## src/rtl/key_event_decoder.sv

```systemverilog
// key_event_decoder
// Turns the debounced button level into single-cycle key events: press,
// release, long-press, auto-repeat and double-click, plus a wrapping press
// counter.
//
// Build option:
//   KEY_REPEAT_EN  defined   -> auto-repeat pulses while held past long-press
//                  undefined -> repeat_pulse tied low, LONG timer frozen
//
// Ports:
//   clk           system clock, rising edge
//   rst           synchronous active-high reset
//   pb_in         debounced button level (synchronous to clk)
//   press_pulse   one-cycle pulse per press
//   release_pulse one-cycle pulse per release
//   long_pulse    one-cycle pulse when a hold reaches LONG_CYCLES
//   repeat_pulse  periodic pulse while held past the long-press point
//   dclick_pulse  coincident with press_pulse on the second press of a double-click
//   held          registered pressed level
//   press_count   wrapping count of press_pulse events
module key_event_decoder #(
  parameter bit          ACTIVE_LOW    = 1'b1,
  parameter int unsigned LONG_CYCLES   = 16,
  parameter int unsigned REPEAT_CYCLES = 4,
  parameter int unsigned DCLICK_CYCLES = 8
) (
  input  logic       clk,
  input  logic       rst,
  input  logic       pb_in,
  output logic       press_pulse,
  output logic       release_pulse,
  output logic       long_pulse,
  output logic       repeat_pulse,
  output logic       dclick_pulse,
  output logic       held,
  output logic [7:0] press_count
);

  localparam int unsigned TW = 16;
  localparam int unsigned CW = 8;

  localparam logic [TW-1:0] LONG_LAST   = TW'(LONG_CYCLES - 1);
  localparam logic [TW-1:0] REPEAT_LAST = TW'(REPEAT_CYCLES - 1);
  localparam logic [TW-1:0] DCLICK_LAST = TW'(DCLICK_CYCLES - 1);

`ifdef KEY_REPEAT_EN
  localparam bit REPEAT_EN = 1'b1;
`else
  localparam bit REPEAT_EN = 1'b0;
`endif

  localparam logic [1:0] S_IDLE    = 2'd0;
  localparam logic [1:0] S_PRESSED = 2'd1;
  localparam logic [1:0] S_LONG    = 2'd2;
  localparam logic [1:0] S_WAIT2   = 2'd3;

  logic          pressed_now;
  logic          pressed_q;
  logic          rise;
  logic          fall;
  logic          repeat_hit;

  logic [1:0]    state, state_d;
  logic [TW-1:0] timer, timer_d;
  logic          dc_flag, dc_flag_d;
  logic [CW-1:0] count_d;
  logic          press_d, release_d, long_d, repeat_d, dclick_d;

  assign pressed_now = pb_in ^ ACTIVE_LOW;
  assign rise        = pressed_now & ~pressed_q;
  assign fall        = ~pressed_now & pressed_q;
  // Constant-folds to 0 when auto-repeat is compiled out.
  assign repeat_hit  = REPEAT_EN && (timer == REPEAT_LAST);
  assign held        = pressed_q;

  // Level register keeps tracking through reset so a button held across
  // reset is already "pressed" afterwards and produces no press event.
  always_ff @(posedge clk) begin
    pressed_q <= pressed_now;
  end

  // State, timer and registered event outputs.
  always_ff @(posedge clk) begin
    if (rst) begin
      state         <= S_IDLE;
      timer         <= '0;
      dc_flag       <= 1'b0;
      press_count   <= '0;
      press_pulse   <= 1'b0;
      release_pulse <= 1'b0;
      long_pulse    <= 1'b0;
      repeat_pulse  <= 1'b0;
      dclick_pulse  <= 1'b0;
    end else begin
      state         <= state_d;
      timer         <= timer_d;
      dc_flag       <= dc_flag_d;
      press_count   <= count_d;
      press_pulse   <= press_d;
      release_pulse <= release_d;
      long_pulse    <= long_d;
      repeat_pulse  <= repeat_d;
      dclick_pulse  <= dclick_d;
    end
  end

  // Next-state and next-output logic; edges take priority over timer expiry.
  always_comb begin
    state_d   = state;
    timer_d   = timer + TW'(1);
    dc_flag_d = dc_flag;
    press_d   = 1'b0;
    release_d = 1'b0;
    long_d    = 1'b0;
    repeat_d  = 1'b0;
    dclick_d  = 1'b0;

    case (state)
      S_IDLE: begin
        timer_d = '0;
        if (rise) begin
          press_d = 1'b1;
          state_d = S_PRESSED;
        end else if (fall) begin
          // Only reachable when the button was held through reset.
          release_d = 1'b1;
        end
      end

      S_PRESSED: begin
        if (fall) begin
          release_d = 1'b1;
          state_d   = dc_flag ? S_IDLE : S_WAIT2;
          dc_flag_d = 1'b0;
          timer_d   = '0;
        end else if (timer == LONG_LAST) begin
          long_d  = 1'b1;
          state_d = S_LONG;
          timer_d = '0;
        end
      end

      S_LONG: begin
        if (fall) begin
          release_d = 1'b1;
          state_d   = S_IDLE;
          dc_flag_d = 1'b0;
          timer_d   = '0;
        end else if (repeat_hit) begin
          repeat_d = 1'b1;
          timer_d  = '0;
        end else if (!REPEAT_EN) begin
          timer_d = timer;
        end
      end

      S_WAIT2: begin
        if (rise) begin
          press_d   = 1'b1;
          dclick_d  = 1'b1;
          dc_flag_d = 1'b1;
          state_d   = S_PRESSED;
          timer_d   = '0;
        end else if (timer == DCLICK_LAST) begin
          state_d = S_IDLE;
          timer_d = '0;
        end
      end

      default: begin
        state_d = S_IDLE;
        timer_d = '0;
      end
    endcase

    count_d = press_d ? press_count + CW'(1) : press_count;
  end

endmodule

```

## config.mk

```make
export PLATFORM = sky130hd
export DESIGN_NAME = key_event_decoder
export DESIGN_NICKNAME = d
export VERILOG_FILES = /design/src/rtl/key_event_decoder.sv
export SDC_FILE = /design/constraint.sdc
export NUM_CORES = 1
export LEC_CHECK = 0
export CAP_MARGIN = 20
export CORE_ASPECT_RATIO = 1.5
export CORE_UTILIZATION = 50
export CTS_BUF_LIST = sky130_fd_sc_hd__clkbuf_16
export DETAILED_ROUTE_END_ITERATION = 16
export PLACE_DENSITY = 0.77
export SYNTH_ARGS = -nofsm -noshare
export SYNTH_HDL_FRONTEND = slang
export SYNTH_SLANG_ARGS = --single-unit
export TNS_END_PERCENT = 100
```

## constraint.sdc

```tcl
create_clock -name clk -period 1.8 [get_ports clk]
set_clock_uncertainty 0.05 [all_clocks]
set_input_delay 0.36 -clock clk [delete_from_list [all_inputs] [get_ports clk]]
set_output_delay 0.36 -clock clk [all_outputs]
set_load 0.01 [all_outputs]
```

# == Yosys cells after proc, flatten, opt, wreduce, memory -nomap -nowiden ==
# Cells that the tools add are included.
# classes
addsub,2
bitwise_logic,6
n_eq_ne,11
shifts,0
order_cmp,0
n_div,0
multipliers,0
reduce_logical,8
muxes,23
# op_table
op,n
16-bit two-way mux,5
16-bit one-hot mux with 4 select lines,1
16-bit by 1-bit adder with 16-bit output (second input constant),1
16-bit by 3-bit equality test with 1-bit output (second input constant),1
16-bit by 4-bit equality test with 1-bit output (second input constant),1
2-bit two-way mux,7
8-bit by 1-bit adder with 8-bit output (second input constant),1
2-bit one-hot mux with 4 select lines,1
1-bit two-way mux,7
2-bit inequality test (second input constant),3
3-bit inequality test (second input constant),2
2-bit OR reduction,3
2-bit equality test (second input constant),2
1-bit NOT,4
1-bit one-hot mux with 2 select lines,2
4-bit AND reduction,1
3-bit AND reduction,1
3-bit OR reduction,1
1-bit AND,2
2-bit by 1-bit equality test with 1-bit output (second input constant),1
2-bit zero test,1
2-bit by 1-bit inequality test with 1-bit output (second input constant),1
2-bit nonzero test,1
# totals
latchBits,0
mem_bits_rw,0
regBits,32
wordCells,59
romBits,0
memories,0

# == Logic depth before layout (Yosys ltp) ==
# Gate-level depths: netlist of the first run.
# depth
ltp_word,4
mapped_depth,7

# == Least setup slack after synthesis of the first run ==
# OpenSTA, ideal clock, no wires.
# synth_timing
kind,reg2reg
start,register state[0]
end,register press_count[5]
slack_ps,26
stages_incl_launch_ff,8
t_arrival_ps,1596
path_cell_list,dfxtp_1 -> inv_1 -> ha_1 -> nor3_2 -> and3_1 -> nand4_1 -> xor2_1 -> nor2_1
# synth_via
elab_chain_len,3
elab_cells_between_ends,4
classes_between,eq/ne (1); mux (1); reduce/logical (2)
# synth_lines
element,line,text
from (decl),63,"logic [1:0] state, state_d;"
from (signal assigned),95,state <= state_d;
2-bit equality test or 2-bit zero test (tied branches),118,case (state)
2-bit OR reduction (no source line) *,-,
1-bit two-way mux *,-,
to (signal assigned),98,press_count <= count_d;
to (decl),36,output logic [7:0] press_count
# Mark *: on every way between the ends. The rest lies on a longest branch, timed or not.
# A chain may end at the register's enable or synchronous reset.

# == Final worst setup path of the first run ==
# layout_timing
start,register timer[10]
end,register timer[14]
# layout_via
elab_chain_len,4
elab_cells_between_ends,8
classes_between,add/sub (1); eq/ne (2); mux (5)
# layout_lines
element,line,text
from (decl),64,"logic [TW-1:0] timer, timer_d;"
from (signal assigned),96,timer <= timer_d;
16-bit by 1-bit adder with 16-bit output (tied with other cells),110,timer_d = timer + TW'(1);
16-bit two-way mux (on tied branches),"164, 136",
16-bit two-way mux (on tied branches),"158, 131",
16-bit one-hot mux with 4 select lines *,118,
# Marks and branches as above.

==> impl_metrics.csv, run 1 <==
group,metric,value,unit
cells_and_area,diodes,0,
floorplan,dieArea,3610,um2
run,drv_cap,0,
power,power_leakage,0.916,nW
power,power_frac_comb,0.294,
synthesis,synth_cells,189,
cts,clock_latency,0.28,ns
global_routing,grt_pass1_wl,6.33,mm
floorplan,die_w,49.4,um
route,dr_total_vias,1556,
timing,timing.final.ws_setup,0.0122,ns
route,via_per_inst,5.60,
timing,rsz0062_at_grt,"true",
power,p_int,1.77,mW
route,firstDrtPassIters,4,
global_routing,grt_max_degree,22,
placed_design,place.gp.congestion,0.827,
setup_path,crit_path_end_kind,"flop",
min_path,hold_class,"input pin to flop",
timing,clock.fmax,559,MHz
placed_design,dp.cells,268,
timing,period_share,0.993,
floorplan,start_util,0.528,
route,postRouteWirelength,4.04,mm
global_routing,grt_pass1_vias,1521,
cts,htreeDepth,2,
setup_path,cp.arrival,1.90,ns
timing,tns,0,ns
cts,root_buffer,"clkbuf_16",
synthesis,synth_nets,199,
floorplan,die_y,73.1,um
power,p_sw,0.716,mW
timing,setup_viol,0,
global_routing,grtUsageTotal,0.234,
route,wl_per_cell,14.5,um
cells_and_area,final_util,0.728,
cts,cts.reportedPaths.clkPinSlew,0.05,ns
cells_and_area,area_growth,38.0,%
cts,cts_buffers,5,
global_routing,antenna_found_initial,0,
setup_path,startpoint_type,"flop",
route,drt_iter0_drc,33,
placed_design,dp_hpwl,2.86,mm
setup_path,crit_path_max_fanout,4,
route,drtAntennaViolNets,0,
cts,cts_hold_buf,0,
cts,tritoncts,"built",
timing,slew_viol_final,0,
synthesis,syn_area,1680,um2
timing,holdWs,0.327,ns
route,drc,0,
placed_design,dp_slack,-0.255,ns
cells_and_area,drive_gt1_frac,0.282,
floorplan,coreArea,3190,um2
floorplan,io_pins,17,
status,status,"finished, final reports clean",
cells_and_area,stdcell_count,278,
cells_and_area,final_nets,247,
cts,clk_path_buf_depth,2,
power,vdd_drop_max,896,uV
timing,hold_viol_final,0,
synthesis,synth_warnings,0,
synthesis,yosysUniqueCellTypes,46,
synthesis,yosysSeqAreaShare,0.380,
power,power.density,1070,nW/um2
synthesis,syn_avg_cell_area,8.91,um2
setup_path,path_class,"flop to flop",
timing,finalCriticalPeriod,1.79,ns
cts,clock-sinks,32,
floorplan,rows,25,
power,p_sw_frac,0.288,
setup_path,worstPathRequired,1.91,ns
placed_design,numPortBuffers,15,
power,seq_power_share,0.319,
synthesis,ys_ff_latch,32,
power,clkPwrFrac,0.387,
global_routing,grt_overflow,0,
-- state kept, by name, indices dropped and copies added, names as in the netlist --
name,cells
held,1
release_pulse,1
press_pulse,1
state,2
press_count,8
timer,16
long_pulse,1
dc_flag,1
dclick_pulse,1
-- cell usage after synthesis, drive strengths merged --
cell type | instances | area share
dfxtp | 32 | 0.38
nor4b | 1 | 0.0052
a31oi | 4 | 0.015
and2 | 2 | 0.0074
and3b | 1 | 0.0052
or3b | 1 | 0.0052
and3 | 6 | 0.022
clkbuf | 3 | 0.0067
o311a | 1 | 0.0059
xor2 | 11 | 0.057
o41ai | 1 | 0.0097
a41oi | 1 | 0.0097
mux2i | 1 | 0.0059
a32oi | 1 | 0.0097
or2 | 2 | 0.0074
nand3 | 13 | 0.039
inv | 7 | 0.016
a211o | 2 | 0.010
a22o | 1 | 0.0052
o21ai | 1 | 0.0030
a21oi | 4 | 0.014
conb | 1 | 0.0022
xnor2 | 2 | 0.010
nor3 | 6 | 0.021
a21boi | 2 | 0.0089
nor3b | 1 | 0.0045
or3 | 6 | 0.022
ha | 7 | 0.052
nor2 | 22 | 0.049
buf | 3 | 0.0097
a22oi | 2 | 0.0089
nand4 | 9 | 0.037
a21bo | 1 | 0.0059
maj3 | 1 | 0.0059
a311oi | 1 | 0.0052
nor4 | 4 | 0.042
nand3b | 1 | 0.0045
a21o | 4 | 0.018
a211oi | 4 | 0.018
nand2 | 16 | 0.036
-- power by group through the flow --
| stage | combinational (mW) | clock, mW | sequential (mW) |
|---|---|---|---|
| 6_report | 0.730 | 0.961 | 0.790 |
| 5_1_grt | 0.801 | 0.995 | 0.794 |
| 4_1_cts | 0.673 | 0.968 | 0.788 |
| 3_5_place_dp | 0.654 | 0 | 0.804 |
| 3_3_place_gp | 0.634 | 0 | 0.800 |
| 2_1_floorplan | 0.358 | 0 | 0.809 |
-- area by class of cell --
type | count | area (um2)
flip-flops and latches | 32 | 647
clock inverters | 3 | 42.5
well taps | 40 | 50.0
multi-input cells | 144 | 1040
inverters | 7 | 26.3
repair buffers | 47 | 393
fillers | 251 | 867
clock buffers | 5 | 125
-- per-layer routing --
layer / part of all wire / GRT usage / vias to the layer above
met5: 0 / 0 / -
met1: 0.39 / 0.219 / 731
met3: 0.031 / 0.0625 / 11
li1: - / - / 775
met2: 0.55 / 0.449 / 39
met4: 0.029 / 0.133 / 0
-- critical path, stage by stage (launching register included) --
cell and delay (ns):
dfxtp_4 0.35, nor4_4 0.39, nand4_2 0.21, buf_4 0.20, a22oi_2 0.23, or3_1 0.17
a31oi_1 0.07
-- what timing repair did --
item	in CTS	in global routing
pin swaps	5	12
gates cloned	0	0
setup endpoints to repair	8	22
resized for setup	4	13
setup buffers	2	0
-- layout by cell type, fill, tap and decap left out, types with 2 or more instances in the layout --
cell type	instances
clkdlybuf4s50_1	14
and3_1	5
ha_1	4
clkbuf_16	5
xnor2_1	2
ha_2	2
and2_1	2
or2_2	2
nand2_1	16
dfxtp_2	2
nand3_1	13
a211oi_1	3
xor2_1	11
nand4_1	8
a21o_1	4
inv_1	6
a21oi_1	3
a31oi_1	4
nor2_1	21
or3_1	6
buf_4	32
a211o_1	2
nor3_1	5
nor4_4	3
dfxtp_1	29
-- stage by stage --
| step | total power, mW | cell area (um2) |
|---|---|---|
| final | 2.48 | 2320 |
| after global routing | 2.59 | 2320 |
| after CTS | 2.43 | 2280 |
| after detailed placement | 1.46 | 2080 |
| after global placement | 1.43 | 2080 |
| after floorplan | 1.17 | 1680 |
-- kinds of logic (layout without fill, tap and decap cells) --
group / Yosys count / after routing / synth area share
mux: 1 / 1 / 0.00594
simple gates: 91 / 91 / 0.307
buf+inv: 13 / 62 / 0.0319
xor+xnor: 13 / 13 / 0.0676
other cells: 1 / 1 / 0.00223
fa+ha+maj: 8 / 8 / 0.0579
compound gates: 30 / 30 / 0.147
flops: 32 / 32 / 0.380
-- worst paths after layout --
check | startpoint | to | slack (ns) | depth (start not counted)
max | timer[10] | timer[14] | 0.01 | 6
min | pb_in | held | 0.33 | 2
max reg2reg | timer[10] | timer[14] | 0.01 | 6
min reg2reg | press_count[7] | press_count[7] | 0.48 | 2
(Power assumes the default switching activity.)
==> inputs of run 2 (changes only) <==
Settings changed: CORE_MARGIN set to 8, GPL_ROUTABILITY_DRIVEN set to 0.
==> run 2 against run 1 <==
Against the previous run:
- sequential power shrank 0.5%
- the flow now finishes with violations (setup timing)
- critical path type unchanged
- cell area increased by 4.1%
- register-to-register slack got worse by 0.06 ns
- power grew 0.88%
- largest cell class unchanged
- maximum frequency down 3.5%
==> impl_metrics.csv, run 2 (synthesis results as in run 1) <==
group,metric,value,unit
global_routing,grt_pass1_vias,1563,
min_path,hold_class,"input pin to flop",
route,firstDrtPassIters,4,
cts,cts_hold_buf,0,
setup_path,regToRegEndpoint,"timer[4]",
timing,finalCriticalPeriod,1.85,ns
floorplan,die_w,63.4,um
route,dr_total_vias,1667,
setup_path,crit_path_end_kind,"flop",
timing,period_share,1.03,
status,violations,"setup timing",
cts,root_buffer,"clkbuf_16",
min_path,whs_path_depth,3,
global_routing,grt_pass1_wl,6.95,mm
timing,clock.fmax,540,MHz
cts,htreeDepth,2,
cells_and_area,largest_reg_flops,16,
cells_and_area,diodes,0,
global_routing,grtUsageTotal,0.156,
cells_and_area,final_common_cell,"buf_4",
cts,cts.reportedPaths.clkPinSlew,0.05,ns
setup_path,crit_path_max_fanout,5,
setup_path,cp.arrival,1.97,ns
cells_and_area,nFillCells,225,
route,wl_per_cell,16.8,um
setup_path,worstPathRequired,1.92,ns
cts,clock-sinks,32,
setup_path,r2r_slack,-0.05,ns
power,power_leakage,0.946,nW
run,drv_cap,0,
cells_and_area,drive_gt1_frac,0.328,
cells_and_area,area_growth,43.6,%
cells_and_area,final_nets,250,
timing,timing.final.ws_setup,-0.0525,ns
floorplan,start_util,0.508,
timing,hold_viol_final,0,
route,drtAntennaViolNets,0,
placed_design,numPortBuffers,15,
floorplan,coreArea,3320,um2
placed_design,dp_slack,-0.219,ns
cells_and_area,final_util,0.729,
placed_design,dp.cells,269,
min_path,worstHoldEndpoint,"held",
global_routing,grt_max_degree,14,
floorplan,die_y,87.1,um
route,drc,0,
route,drt_iter0_drc,76,
placed_design,dp_hpwl,3.10,mm
status,status,"finished, violations left",
setup_path,path_class,"flop to flop",
cts,cts_buffers,5,
cts,clk_path_buf_depth,2,
timing,rsz0062_at_grt,"true",
floorplan,dieArea,5520,um2
setup_path,reg2reg_from,"timer[5]",
power,vdd_drop_max,763,uV
setup_path,startpoint_type,"flop",
cells_and_area,top_regs,"timer (16), press_count (8), state (2)",
cells_and_area,stdcell_count,283,
cells_and_area,final_cell_mix,"35 x buf_4, 25 x dfxtp_1, 21 x nor2_1, 16 x nand2_1, 14 x clkdlybuf4s50_1",
cts,clock_latency,0.28,ns
floorplan,io_pins,17,
global_routing,antenna_found_initial,0,
timing,tns,-0.200,ns
cells_and_area,largest_register,"timer",
floorplan,rows,26,
route,via_per_inst,5.89,
route,postRouteWirelength,4.75,mm
min_path,hold_start,"pb_in",
global_routing,grt_overflow,0,
timing,slew_viol_final,0,
timing,setup_viol,5,
power,power.density,1030,nW/um2
setup_path,ff2ff_path_depth,7,
cts,tritoncts,"built",
[run 2: metal layers]
metal	global-route usage	up-vias	routed length, um	share of wire
met3	0.0464	22	249	0.052
met4	0.0733	0	225	0.047
met1	0.149	798	1780	0.38
met5	0	-	0	0
li1	-	780	-	-
met2	0.294	67	2490	0.52
[run 2: power by group]
part | leakage [nW] | total (mW) | internal (mW) | switching, mW
logic | 0.604 | 0.766 | 0.372 | 0.394
registers | 0.263 | 0.786 | 0.753 | 0.0321
clock network | 0.0798 | 0.951 | 0.649 | 0.303
total | 0.946 | 2.50 | 1.77 | 0.729
[run 2: repair_timing]
item,4_1_cts,5_1_grt
pin swaps,2,11
resized for setup,1,32
buffers inserted,0,6
cloned,0,0
setup endpoints to repair,11,20
[run 2: how the worst max path moves through the flow]
stage          cells after the start  slack [ns]              to     start
2_1_floorplan                      7        0.03  press_count[5]  state[0]
4_1_cts                            5       -0.01       timer[15]  timer[7]
5_1_grt                            6       -0.14       timer[14]  timer[7]
3_3_place_gp                       6       -0.19        state[1]     pb_in
3_5_place_dp                       6       -0.22        state[1]     pb_in
6_report                           7       -0.05        timer[4]  timer[5]
[run 2: metrics by stage]
step | hold slack (ns) | total power [mW] | area, um2
after floorplan | 0.416 | 1.17 | 1680
after detailed placement | 0.466 | 1.43 | 2080
after CTS | 0.479 | 2.38 | 2250
after global routing | 0.475 | 2.61 | 2420
after global placement | 0.448 | 1.42 | 2080
final | 0.447 | 2.50 | 2420
[run 2: worst max-delay path, cell delays in order (launching register included)]
cell and delay [ns]:
dfxtp_4 0.34, nor4_4 0.41, buf_4 0.19, nand4_4 0.14
a32oi_2 0.24, buf_4 0.18, a211oi_2 0.04, a21o_1 0.15
[run 2: final cells by class]
type,count,area (um2),share of cell area
inverter,7,26.3,0.0109
sequential,32,654,0.271
tap,42,52.6,0.0217
clock inverter,3,42.5,0.0176
clock buffer,5,125,0.0517
timing repair buffer,50,415,0.172
multi-input combinational,144,1100,0.456
==> inputs of run 3 (changes only) <==
Settings changed: MAX_ROUTING_LAYER set to met4.
Clock period 1.8 ns to 1.6 ns, I/O delays scaled along.
==> run 3 against run 2 <==
Against the previous run:
- the flow still finishes with violations (setup timing)
- worst hold slack worse by 0.0084 ns
- highest routed layer unchanged
- wire length is 7.9% higher
- cell area is 6.8% higher
- largest power group is now combinational cells
==> impl_metrics.csv, run 3 (synthesis results as in run 1) <==
group,metric,value,unit
cells_and_area,regArea,657,um2
min_path,hold_class,"input pin to flop",
global_routing,grt_overflow,0,
route,drc,0,
timing,setup_viol,22,
cells_and_area,largest_register,"timer",
route,drt_iter0_drc,67,
timing,tns,-2.43,ns
cts,tritoncts,"built",
cells_and_area,area_growth,53.4,%
timing,hold_viol_final,0,
cells_and_area,multi_input_area,1150,um2
global_routing,grt_max_degree,16,
route,drtAntennaViolNets,0,
floorplan,rows,26,
route,dr_total_vias,1712,
timing,clock.fmax,552,MHz
cts,cts.reportedPaths.clkPinSlew,0.06,ns
power,power.density,1110,nW/um2
floorplan,start_util,0.508,
placed_design,dp_slack,-0.464,ns
floorplan,die_w,63.4,um
global_routing,antenna_found_initial,0,
setup_path,path_class,"flop to flop",
cts,clock_latency,0.28,ns
placed_design,numPortBuffers,15,
cts,clk_path_buf_depth,2,
status,violations,"setup timing",
cells_and_area,final_common_cell,"buf_4",
cells_and_area,nFillCells,219,
cells_and_area,largest_reg_flops,16,
floorplan,dieArea,5520,um2
floorplan,coreArea,3320,um2
timing,timing.final.ws_setup,-0.210,ns
power,vdd_drop_max,941,uV
global_routing,grtUsageTotal,0.197,
cells_and_area,final_nets,267,
setup_path,worstPathRequired,1.71,ns
route,postRouteWirelength,5.12,mm
run,drv_cap,0,
timing,rsz0062_at_grt,"true",
cells_and_area,top_regs,"timer (16), press_count (8), state (2)",
power,power,2.86,mW
global_routing,grt_pass1_vias,1832,
cts,root_buffer,"clkbuf_16",
global_routing,grt_pass1_wl,8.31,mm
floorplan,io_pins,17,
setup_path,crit_path_max_fanout,3,
timing,period_share,1.13,
cells_and_area,drive_gt1_frac,0.426,
setup_path,startpoint_type,"flop",
power,power_leakage,1.05,nW
timing,finalCriticalPeriod,1.81,ns
placed_design,dp_hpwl,3.49,mm
cells_and_area,diodes,0,
cts,htreeDepth,2,
route,firstDrtPassIters,4,
status,status,"finished, violations left",
route,wl_per_cell,17.1,um
cts,cts_buffers,5,
cts,clock-sinks,32,
cells_and_area,final_cell_mix,"47 x buf_4, 21 x dfxtp_1, 20 x nor2_1, 15 x nand2_1, 11 x xor2_1",
setup_path,cp.arrival,1.92,ns
route,via_per_inst,5.71,
floorplan,die_y,87.1,um
setup_path,crit_path_end_kind,"flop",
timing,slew_viol_final,0,
==> run 3: changes by cell type in the layout (fill, tap and decap cells not counted), sizes merged <==
cell	previous run	this run
bufinv	1	0
clkinv	1	3
dlygate4sd2	0	8
clkdlybuf4s50	14	7
clkinvlp	1	0
buf	35	52
dlymetal6s2s	1	0
==> run 3: final cells by class <==
cell class | instances | area share
repair buffers | 67 | 0.213
inverters | 7 | 0.0111
well taps | 42 | 0.0203
clock buffers | 5 | 0.0484
flip-flops and latches | 32 | 0.254
clock inverters | 3 | 0.00726
multi-input cells | 144 | 0.446
==> run 3: worst paths after layout <==
kind                  startpoint  slack, ns        endpoint  depth (start not counted)
setup / recovery       timer[12]      -0.21        state[1]                          7
hold / removal             pb_in       0.44            held                          2
setup reg to reg       timer[12]      -0.21        state[1]                          7
hold reg to reg   press_count[7]       0.47  press_count[7]                          2
==> run 3: critical path, cell delays in order, from the launching register on <==
cell,delay [ns]
dfxtp_2,0.34
nor4_4,0.37
buf_4,0.19
a41oi_4,0.16
o21ai_2,0.22
buf_4,0.14
a211o_1,0.14
o41ai_2,0.07
==> run 3: report_power, final <==
group / internal [mW] / switching, mW
sequential: 0.860 / 0.0619
combinational: 0.506 / 0.491
clock: 0.573 / 0.364
==> run 3: per-stage QoR <==
step / std cells / hold slack (ns) / area [um2] / utilization
2_1_floorplan: 189 / 0.403 / 1770 / -
3_3_place_gp: 285 / 0.446 / 2280 / 0.687
3_5_place_dp: 285 / 0.458 / 2280 / 0.687
4_1_cts: 297 / 0.417 / 2540 / 0.765
5_1_grt: 300 / 0.455 / 2580 / 0.779
6_report: 300 / 0.439 / 2580 / 0.779
==> run 3: repair_timing <==
item                                   4_1_cts  5_1_grt
endpoints found under the hold margin        0        0
setup endpoints to repair                   32       24
hold buffers                                 0        0
setup buffers                                5        4
cloned                                       0        0
resized for setup                           31        6
pin swaps                                   21        6
==> run 3: layer usage <==
layer,part of all wire,global-route usage
met5,0,-
met4,0.021,0.0957
met3,0.042,0.0477
met2,0.58,0.396
met1,0.35,0.159
